===== src/rtl/hrav_scan_gate.sv =====
// Signature scan gate: passes an AXI-Stream unmodified through a 2-entry slice while
// counting scanned packets and packets containing a 32-bit signature in any full lane.
// Latency: 1 cycle input->output. Backpressure: registered s_axis_tready; low only while the skid entry is full.
//
// Ports:
//   ACLK / ARESETN          clock, synchronous active-low reset
//   ctrl_en_scn             scan enable, sampled only on the first beat of a packet
//   scn_sig                 32-bit signature compared against every 32-bit lane
//   cnt_clr                 one-cycle pulse that zeroes pkt_cnt and match_cnt
//   s_axis_*                input stream (tdata/tkeep/tvalid/tlast/tready)
//   m_axis_*                output stream, beats identical to the input stream
//   pkt_cnt / match_cnt     saturating counts of scanned / matched packets
//   match_pulse             one-cycle alert after each matched packet is counted
module hrav_scan_gate #(
  parameter int DATA_WIDTH = 64
) (
  input  logic                    ACLK,
  input  logic                    ARESETN,
  input  logic                    ctrl_en_scn,
  input  logic [31:0]             scn_sig,
  input  logic                    cnt_clr,
  input  logic [DATA_WIDTH-1:0]   s_axis_tdata,
  input  logic [DATA_WIDTH/8-1:0] s_axis_tkeep,
  input  logic                    s_axis_tvalid,
  input  logic                    s_axis_tlast,
  output logic                    s_axis_tready,
  output logic [DATA_WIDTH-1:0]   m_axis_tdata,
  output logic [DATA_WIDTH/8-1:0] m_axis_tkeep,
  output logic                    m_axis_tvalid,
  output logic                    m_axis_tlast,
  input  logic                    m_axis_tready,
  output logic [31:0]             pkt_cnt,
  output logic [31:0]             match_cnt,
  output logic                    match_pulse
);

  localparam int KW = DATA_WIDTH / 8;
  localparam int NL = DATA_WIDTH / 32;

  localparam logic [1:0] ST_IDLE   = 2'd0;
  localparam logic [1:0] ST_SCAN   = 2'd1;
  localparam logic [1:0] ST_BYPASS = 2'd2;

  logic                  out_vld_q,  out_vld_d;
  logic [DATA_WIDTH-1:0] out_dat_q,  out_dat_d;
  logic [KW-1:0]         out_keep_q, out_keep_d;
  logic                  out_last_q, out_last_d;
  logic                  skid_vld_q,  skid_vld_d;
  logic [DATA_WIDTH-1:0] skid_dat_q,  skid_dat_d;
  logic [KW-1:0]         skid_keep_q, skid_keep_d;
  logic                  skid_last_q, skid_last_d;
  logic                  rdy_q, rdy_d;
  logic [1:0]            state_q, state_d;
  logic                  flag_q, flag_d;
  logic [31:0]           pkt_cnt_q, pkt_cnt_d;
  logic [31:0]           match_cnt_q, match_cnt_d;
  logic                  pulse_q, pulse_d;

  logic in_hs;
  logic lane_hit;
  logic pkt_start;
  logic scanning;
  logic flag_eff;

  // rdy_q mirrors "skid empty", so an accepted beat never finds the skid occupied.
  assign in_hs = s_axis_tvalid & rdy_q;

  always_comb begin
    lane_hit = 1'b0;
    for (int i = 0; i < NL; i++) begin
      if (s_axis_tdata[32*i +: 32] == scn_sig && s_axis_tkeep[4*i +: 4] == 4'hF) begin
        lane_hit = 1'b1;
      end
    end
  end

  // Register slice: output register refills from the skid first, then from the input.
  always_comb begin
    out_vld_d   = out_vld_q;
    out_dat_d   = out_dat_q;
    out_keep_d  = out_keep_q;
    out_last_d  = out_last_q;
    skid_vld_d  = skid_vld_q;
    skid_dat_d  = skid_dat_q;
    skid_keep_d = skid_keep_q;
    skid_last_d = skid_last_q;
    if (!out_vld_q || m_axis_tready) begin
      if (skid_vld_q) begin
        out_vld_d  = 1'b1;
        out_dat_d  = skid_dat_q;
        out_keep_d = skid_keep_q;
        out_last_d = skid_last_q;
        skid_vld_d = 1'b0;
      end else if (in_hs) begin
        out_vld_d  = 1'b1;
        out_dat_d  = s_axis_tdata;
        out_keep_d = s_axis_tkeep;
        out_last_d = s_axis_tlast;
      end else begin
        out_vld_d  = 1'b0;
      end
    end else if (in_hs) begin
      skid_vld_d  = 1'b1;
      skid_dat_d  = s_axis_tdata;
      skid_keep_d = s_axis_tkeep;
      skid_last_d = s_axis_tlast;
    end
    rdy_d = ~skid_vld_d;
  end

  // Packet FSM and counters, all advanced on input handshakes.
  always_comb begin
    pkt_start   = (state_q == ST_IDLE);
    scanning    = pkt_start ? ctrl_en_scn : (state_q == ST_SCAN);
    // The sticky flag restarts on the first beat, so a stale flag never leaks across packets.
    flag_eff    = (pkt_start ? 1'b0 : flag_q) | lane_hit;
    state_d     = state_q;
    flag_d      = flag_q;
    pkt_cnt_d   = pkt_cnt_q;
    match_cnt_d = match_cnt_q;
    pulse_d     = 1'b0;
    if (in_hs) begin
      if (s_axis_tlast) begin
        state_d = ST_IDLE;
        flag_d  = 1'b0;
        if (scanning) begin
          if (pkt_cnt_q != 32'hFFFF_FFFF) pkt_cnt_d = pkt_cnt_q + 32'd1;
          if (flag_eff) begin
            pulse_d = 1'b1;
            if (match_cnt_q != 32'hFFFF_FFFF) match_cnt_d = match_cnt_q + 32'd1;
          end
        end
      end else begin
        if (pkt_start) state_d = ctrl_en_scn ? ST_SCAN : ST_BYPASS;
        flag_d = scanning & flag_eff;
      end
    end
    // Clearing overrides a coincident increment; the alert pulse is left intact.
    if (cnt_clr) begin
      pkt_cnt_d   = 32'd0;
      match_cnt_d = 32'd0;
    end
  end

  always_ff @(posedge ACLK) begin
    if (!ARESETN) begin
      out_vld_q   <= 1'b0;
      out_dat_q   <= '0;
      out_keep_q  <= '0;
      out_last_q  <= 1'b0;
      skid_vld_q  <= 1'b0;
      skid_dat_q  <= '0;
      skid_keep_q <= '0;
      skid_last_q <= 1'b0;
      rdy_q       <= 1'b0;
      state_q     <= ST_IDLE;
      flag_q      <= 1'b0;
      pkt_cnt_q   <= 32'd0;
      match_cnt_q <= 32'd0;
      pulse_q     <= 1'b0;
    end else begin
      out_vld_q   <= out_vld_d;
      out_dat_q   <= out_dat_d;
      out_keep_q  <= out_keep_d;
      out_last_q  <= out_last_d;
      skid_vld_q  <= skid_vld_d;
      skid_dat_q  <= skid_dat_d;
      skid_keep_q <= skid_keep_d;
      skid_last_q <= skid_last_d;
      rdy_q       <= rdy_d;
      state_q     <= state_d;
      flag_q      <= flag_d;
      pkt_cnt_q   <= pkt_cnt_d;
      match_cnt_q <= match_cnt_d;
      pulse_q     <= pulse_d;
    end
  end

  assign s_axis_tready = rdy_q;
  assign m_axis_tvalid = out_vld_q;
  assign m_axis_tdata  = out_dat_q;
  assign m_axis_tkeep  = out_keep_q;
  assign m_axis_tlast  = out_last_q;
  assign pkt_cnt       = pkt_cnt_q;
  assign match_cnt     = match_cnt_q;
  assign match_pulse   = pulse_q;

endmodule


===== config.mk =====
export PLATFORM = sky130hd
export DESIGN_NAME = hrav_scan_gate
export DESIGN_NICKNAME = d
export VERILOG_FILES = /design/src/rtl/hrav_scan_gate.sv
export SDC_FILE = /design/constraint.sdc
export NUM_CORES = 1
export LEC_CHECK = 0
export CORE_MARGIN = 2
export CORE_UTILIZATION = 49
export DETAILED_ROUTE_END_ITERATION = 16
export GPL_TIMING_DRIVEN = 1
export PLACE_DENSITY = 0.9
export SYNTH_ARGS = -nofsm -noshare
export SYNTH_HDL_FRONTEND = slang
export SYNTH_SLANG_ARGS = --single-unit

===== constraint.sdc =====
create_clock -name ACLK -period 2.4 [get_ports ACLK]
set_input_delay 0.48 -clock ACLK [delete_from_list [all_inputs] [get_ports ACLK]]
set_output_delay 0.48 -clock ACLK [all_outputs]
set_load 0.01 [all_outputs]

# [Word-level counts from Yosys, hierarchy flattened]
# Index checks and enable logic that the tools add are counted.
[totals] wordCells=62 out_inout_bits=140 input_bits=111 regBits=217
[classes] eq_ne=7 bitwise=6 n_reduce_logical=14 n_mux=19 addsub=2
[op_table] cell="$mux W64" count=2
[op_table] cell="$add A32 B1 Y32 const B" count=2
[op_table] cell="$eq A32 B32 Y1" count=2
[op_table] cell="$ne A32 B32 Y1 const B" count=2
[op_table] cell="$mux W8" count=2
[op_table] cell="$mux W1" count=12
[op_table] cell="$eq A4 B4 Y1 const B" count=2
[op_table] cell="$reduce_and A4 Y1" count=2
[op_table] cell="$mux W2" count=3
[op_table] cell="$reduce_and A2 Y1" count=3
[op_table] cell="$reduce_and A5 Y1" count=1
[op_table] cell="$reduce_bool A2 Y1" count=2
[op_table] cell="$not A1 Y1" count=3
[op_table] cell="$and A1 B1 Y1" count=2
[op_table] cell="$eq A2 B1 Y1 const B" count=1
[op_table] cell="$logic_and A1 B1 Y1" count=2
[op_table] cell="$logic_not A2 Y1" count=1
[op_table] cell="$reduce_or A2 Y1" count=1
[op_table] cell="$logic_not A1 Y1" count=1
[op_table] cell="$logic_or A1 B1 Y1" count=1
[op_table] cell="$or A1 B1 Y1" count=1

# [Logic depth before layout (Yosys ltp)]
[depth] word_depth=7 ltp_mapped=9 depth_no_buf=7

# [Worst setup path before layout]
# OpenSTA, ideal clock, no wires.
[synth_timing] kind="in2reg" startpoint="input s_axis_tdata[43]" endpoint="register match_cnt_q[30], in the netlist match_cnt[30]" setup_time_ps=70 setup_slack_ps=153 path_buffers=1 required_time_ps=2330 arrival_ps=2177 stages=8 cell_sequence="xnor2_1 -> nand4_1 -> or3_4 -> o31ai_4 -> o21ai_2 -> buf_6 -> or4_1 -> a21oi_1"
[synth_via] elab_chain_cells=5
[synth_rtl] item="from (decl)" line_no="22" source="input logic [DATA_WIDTH-1:0] s_axis_tdata,"
[synth_rtl] item="$eq A32 B32 Y1" line_no="71" source="if (s_axis_tdata[32*i +: 32] == scn_sig && s_axis_tkeep[4*i +: 4] == 4'hF) begin"
[synth_rtl] item="$logic_and A1 B1 Y1" line_no="71"
[synth_rtl] item="$mux W1" line_no="71"
[synth_rtl] item="$or A1 B1 Y1" line_no="116" source="flag_eff = (pkt_start ? 1'b0 : flag_q) | lane_hit;"
[synth_rtl] item="$reduce_and A5 Y1 (no source line)"
[synth_rtl] item="to (signal assigned)" line_no="174" source="match_cnt_q <= match_cnt_d;"
[synth_rtl] item="to (decl)" line_no="56" source="logic [31:0] match_cnt_q, match_cnt_d;"
# No other way between the ends.
# A chain may end at the register's enable or synchronous reset.

# [Final worst setup path]
[layout_timing] startpoint="input s_axis_tdata[57]" endpoint="register match_cnt_q[6], in the netlist match_cnt[6]"
# Same word-level chain as after synthesis.

==> flow_results.org <==
** Clock network
- H-tree lvl count :: 1
- Master cell of the clock root buffer :: sky130_fd_sc_hd__clkbuf_16
- TritonCTS built the clock tree.
- CTS clk-pin slew, worst paths :: 0.06 ns
- The clock passes through at most 3 buffers.
- Buffers inserted during clock tree synthesis total 24.
- Clock tree synthesis found a total of around 220 sinks.
- Clock latency of the later-clocked register in the worst-skew pair :: 0.51 ns

** Synth
- The cell count after synthesis came out at 1149.
- After synthesis, the largest area contributor takes up 44.51% of total cell area.
- The synthesized design contains approximately 220 register bits.
- Counting every net in the synthesized netlist gives 1262.
- Post-synthesis sequential area ratio :: 44.51%
- Yosys mapped the design onto 49 distinct sky130hd cell types.
- Largest family of logic cells by synthesized area :: simple AND/OR/NAND/NOR gates
- Fraction of synthesized cell area in xor and xnor cells :: 7.627%
- Asr flop ratio synth :: 0%
- Synth Cell Area :: 9761 sq um
- Dividing the synthesized area by the synthesized cell count gives about 8.5 sq um.
- Among all flip-flop cells after synthesis, the most frequent one is sky130_fd_sc_hd__dfxtp_1.
- Mux cell area share after synthesis :: just under 8%
- The synthesized netlist devotes 14.95% of its cell area to compound gates.
- Summing the areas of all and, or, nand and nor instances in the mapped netlist gives 21.75% of the synthesized area.
- After synthesis, the cell types taking the most area are sky130_fd_sc_hd__dfxtp_1 45%, sky130_fd_sc_hd__mux2i_1 7.7%, sky130_fd_sc_hd__nand2_1 6.5%, sky130_fd_sc_hd__a21oi_1 5.7%, sky130_fd_sc_hd__a211oi_1 5.6%.
- Yosys mapped a number of flops with a built-in enable equal to 0.
- Post-synthesis adder-cell area fraction :: 0.2564%
- Total number of yosys warnings :: 0
- Cell taking the most area after synthesis :: sky130_fd_sc_hd__dfxtp_1

** Worst setup path
- Arrival @ worst endpoint :: ~2.9 ns
- The worst setup path is captured at a flip-flop.
- For this design, the slowest cell found on the critical path is sky130_fd_sc_hd__or3_4.
- The worst setup path is launched from a primary input.
- Cell breakdown of the critical path :: clkdlybuf4s15_1, xnor2_1, nand4_1, or3_4, o31ai_4, buf_12, o21ai_4, buf_8, or3_1, a21oi_2
- Tracing the worst setup path back leads to its startpoint at s_axis_tdata[57].
- The critical path is of the in -> reg type.
- On the worst path, the slowest cell contributes a delay of between 0.4 and 0.5 ns.
- Crit path max fanout :: 8
- The startpoint identified for the worst register-to-register timing path is match_cnt[4]$_SDFFE_PP0P_.
- Required time at the endpoint of the critical path :: 2.83 ns

** Timing
- Achievable clock frequency :: 413.3 MHz
- Portion of the clock cycle consumed by the worst path in the final layout :: 100.8%
- The number of endpoints with negative hold slack in the final report is 0.
- Once routing completed, OpenROAD measured the worst setup slack at -0.01982 ns.
- The final number of max-transition violations came to 0.
- Number of setup violations in the final report :: 3
- Measured against its own limit, the worst slew margin works out to between 50% and 60%.
- Least-Margin Pin Slew :: ~0.7 ns
- Setup Skew :: between 0.009 and 0.01 ns
- For the finished layout, the period the worst path requires is 2.420 ns.
- Total negative slack for setup checks :: -0.02681 ns

** Routing
- In the final routed layout, each cell accounts on average for 19.37 um.
- Pre-Repair DR Iteration Count :: 6
- DRC violations left :: 0
- For this block, the initial DRC count from the detailed router was slightly below 800.
- The count of nets left with antenna violations once routing finished came out at 0.
- In the routed layout, each cell is associated on average with a via count of 5.842.
- Post-detailed-routing wire length :: 33880 um
- The routed layout has 10220 vias.

** Global routing
- The initial antenna violation count came to 3.
- Wire length of the first global-routing pass :: between 50000 and 60000 um
- Entering global routing, the biggest net connects 152 pins.
- After global routing the overflow that remains totals 0.
- The via count of the first global-routing pass is 9848.
- Across every metal layer, demand over resource in global routing totals 30.11%.

** Die
- The core region is 19530 sq um.
- The die covers 21060 sq um.
- From bottom edge to top edge, the die measures 145.1 um.
- Horizontal die dimension :: 145.1 um
- Once the floorplan was initialized, standard cells occupied between 40% and 50% of the core.
- The floorplan has 51 rows.
- For this design the top-level I/O count stands at around 250.

** Power and ir drop
- Static power due to leakage :: about 5 nW
- Total power :: 0.008433 W
- Worst voltage drop across the vdd grid :: about 0.5 mV
- In this run the power density over the cells is between 500 and 600 nW/um^2.

** Job
- Max Cap Viol :: 0

** Cells and area
- Leaving out fill and tap cells, the most frequent cell in the layout is sky130_fd_sc_hd__dfxtp_1.
- Filler cell count :: 1358
- Total Nets Final :: roughly 1600
- Area growth from synthesis to layout :: 46.47%
- Layout cell share with drive strength beyond 1 :: 13.50%
- In the layout the commonest cells are 216 x sky130_fd_sc_hd__dfxtp_1, 172 x sky130_fd_sc_hd__clkdlybuf4s50_1, 169 x sky130_fd_sc_hd__nand2_1, 117 x sky130_fd_sc_hd__nor2_1, 106 x sky130_fd_sc_hd__a21oi_1.
- The finished layout holds 1749 standard cells, fillers aside.

** Status
- The flow ran to the end, but the final reports show violations.
- The final reports fail on negative setup slack.

** Hold path
- Min-Delay Path Class :: in -> reg
- The worst hold path begins at s_axis_tdata[51].

** Placed design
- Before CTS, the worst setup slack after placement is -0.8993 ns.
- Port Buf Inserts :: 250
- The congestion estimate from routability-driven global placement came to 0.9270.
- Hpwl dp :: 22490 um
- Counting tap cells, the placed design contains a total of 1696 instances.
==> sequential cells by signal (all words and copies together), names as in the netlist, 2 cells and up <==
register	cells
m_axis_tdata	64
m_axis_tkeep	8
match_cnt	32
pkt_cnt	32
skid_dat_q	64
skid_keep_q	8
state_q	2
==> stage by stage <==
step                hold slack, ns  cell area [sq um]  utilization (%)
global route                0.3093              14300            73.22
global placement            0.4384              13210            67.65
floorplan                   0.4285               9761                -
CTS                         0.3948              14130            72.36
finish                      0.2929              14300            73.22
detailed placement          0.4446              13210            67.65
==> worst paths after layout <==
kind	depth (start not counted)	to	slack [ns]
max reg2reg	7	match_cnt[28]$_SDFFE_PP0P_	0.11
max	10	match_cnt[6]$_SDFFE_PP0P_	-0.02
min	3	skid_dat_q[51]$_SDFFE_PN0P_	0.29
min reg2reg	2	skid_keep_q[5]$_SDFFE_PN0P_	0.45
==> kinds of logic after synthesis <==
kind of cell	after synthesis
fa+ha+maj	2
buf+inv	81
compound gates	238
flops	217
simple gates	451
xor+xnor	85
mux	75
==> area by class of cell <==
type                       count  area, sq um  share of cell area, %
clock inverter                 4        22.52                 0.1575
timing repair buffer         360         3485                  24.37
inverter                       8        32.53                 0.2276
clock buffer                  39        748.2                  5.234
tap                          265        331.6                  2.319
antenna                        3        7.507                0.05251
sequential                   217         4348                  30.41
multi-input combinational    853         5321                  37.22
==> critical path, delay by kind of cell <==
kind / cells / cell delay, ns
xor+xnor: 1 / 0.21
buf+inv: 3 / 0.59
simple gates: 3 / 0.97
compound gates: 3 / 0.59
==> what timing repair did <==
item / in CTS / in global routing
buffers inserted: 3 / 1
pin swaps: 18 / 27
endpoints found under the setup margin: 33 / 46
hold buffers: 0 / 0
cloned: 4 / 0
gates resized for setup: 84 / 52
==> cells in the mapped netlist, types with 2 or more instances <==
cell type	count
sky130_fd_sc_hd__dfxtp_1	217
sky130_fd_sc_hd__nand2_1	169
sky130_fd_sc_hd__nor2_1	120
sky130_fd_sc_hd__a21oi_1	112
sky130_fd_sc_hd__mux2i_1	75
sky130_fd_sc_hd__a211oi_1	73
sky130_fd_sc_hd__clkbuf_1	59
sky130_fd_sc_hd__xnor2_1	49
sky130_fd_sc_hd__xor2_1	36
sky130_fd_sc_hd__nand4_1	33
sky130_fd_sc_hd__o21ai_0	32
sky130_fd_sc_hd__or3_1	30
sky130_fd_sc_hd__nand3_1	28
sky130_fd_sc_hd__nor3_1	13
sky130_fd_sc_hd__buf_1	11
sky130_fd_sc_hd__nor4_1	10
sky130_fd_sc_hd__and4_1	9
sky130_fd_sc_hd__or4_1	9
sky130_fd_sc_hd__and3_1	7
sky130_fd_sc_hd__inv_1	7
sky130_fd_sc_hd__o31ai_1	7
sky130_fd_sc_hd__and2_1	4
sky130_fd_sc_hd__or2_2	4
sky130_fd_sc_hd__and3b_1	2
sky130_fd_sc_hd__buf_2	2
sky130_fd_sc_hd__ha_1	2
sky130_fd_sc_hd__nand2b_1	2
sky130_fd_sc_hd__nand3b_1	2
sky130_fd_sc_hd__o211ai_1	2
sky130_fd_sc_hd__o311ai_0	2
sky130_fd_sc_hd__o41ai_1	2
sky130_fd_sc_hd__or3b_2	2
==> where the power goes <==
group | internal, W | switching (W) | total, W
Sequential | 0.00371 | 0.0000651 | 0.00377
Combinational | 0.000527 | 0.000545 | 0.00107
Clock | 0.00212 | 0.00147 | 0.00359
==> routing by layer <==
layer | part of all wire [%] | GRT usage [%] | vias to the layer above
met4 | 5.2 | 15.10 | 0
met2 | 48 | 51.17 | 608
met1 | 37 | 36.92 | 4762
met3 | 9.9 | 5.063 | 130
li1 | - | - | 4717
met5 | 0 | 0 | -
No activity file was read; power rests on OpenSTA's default activity.
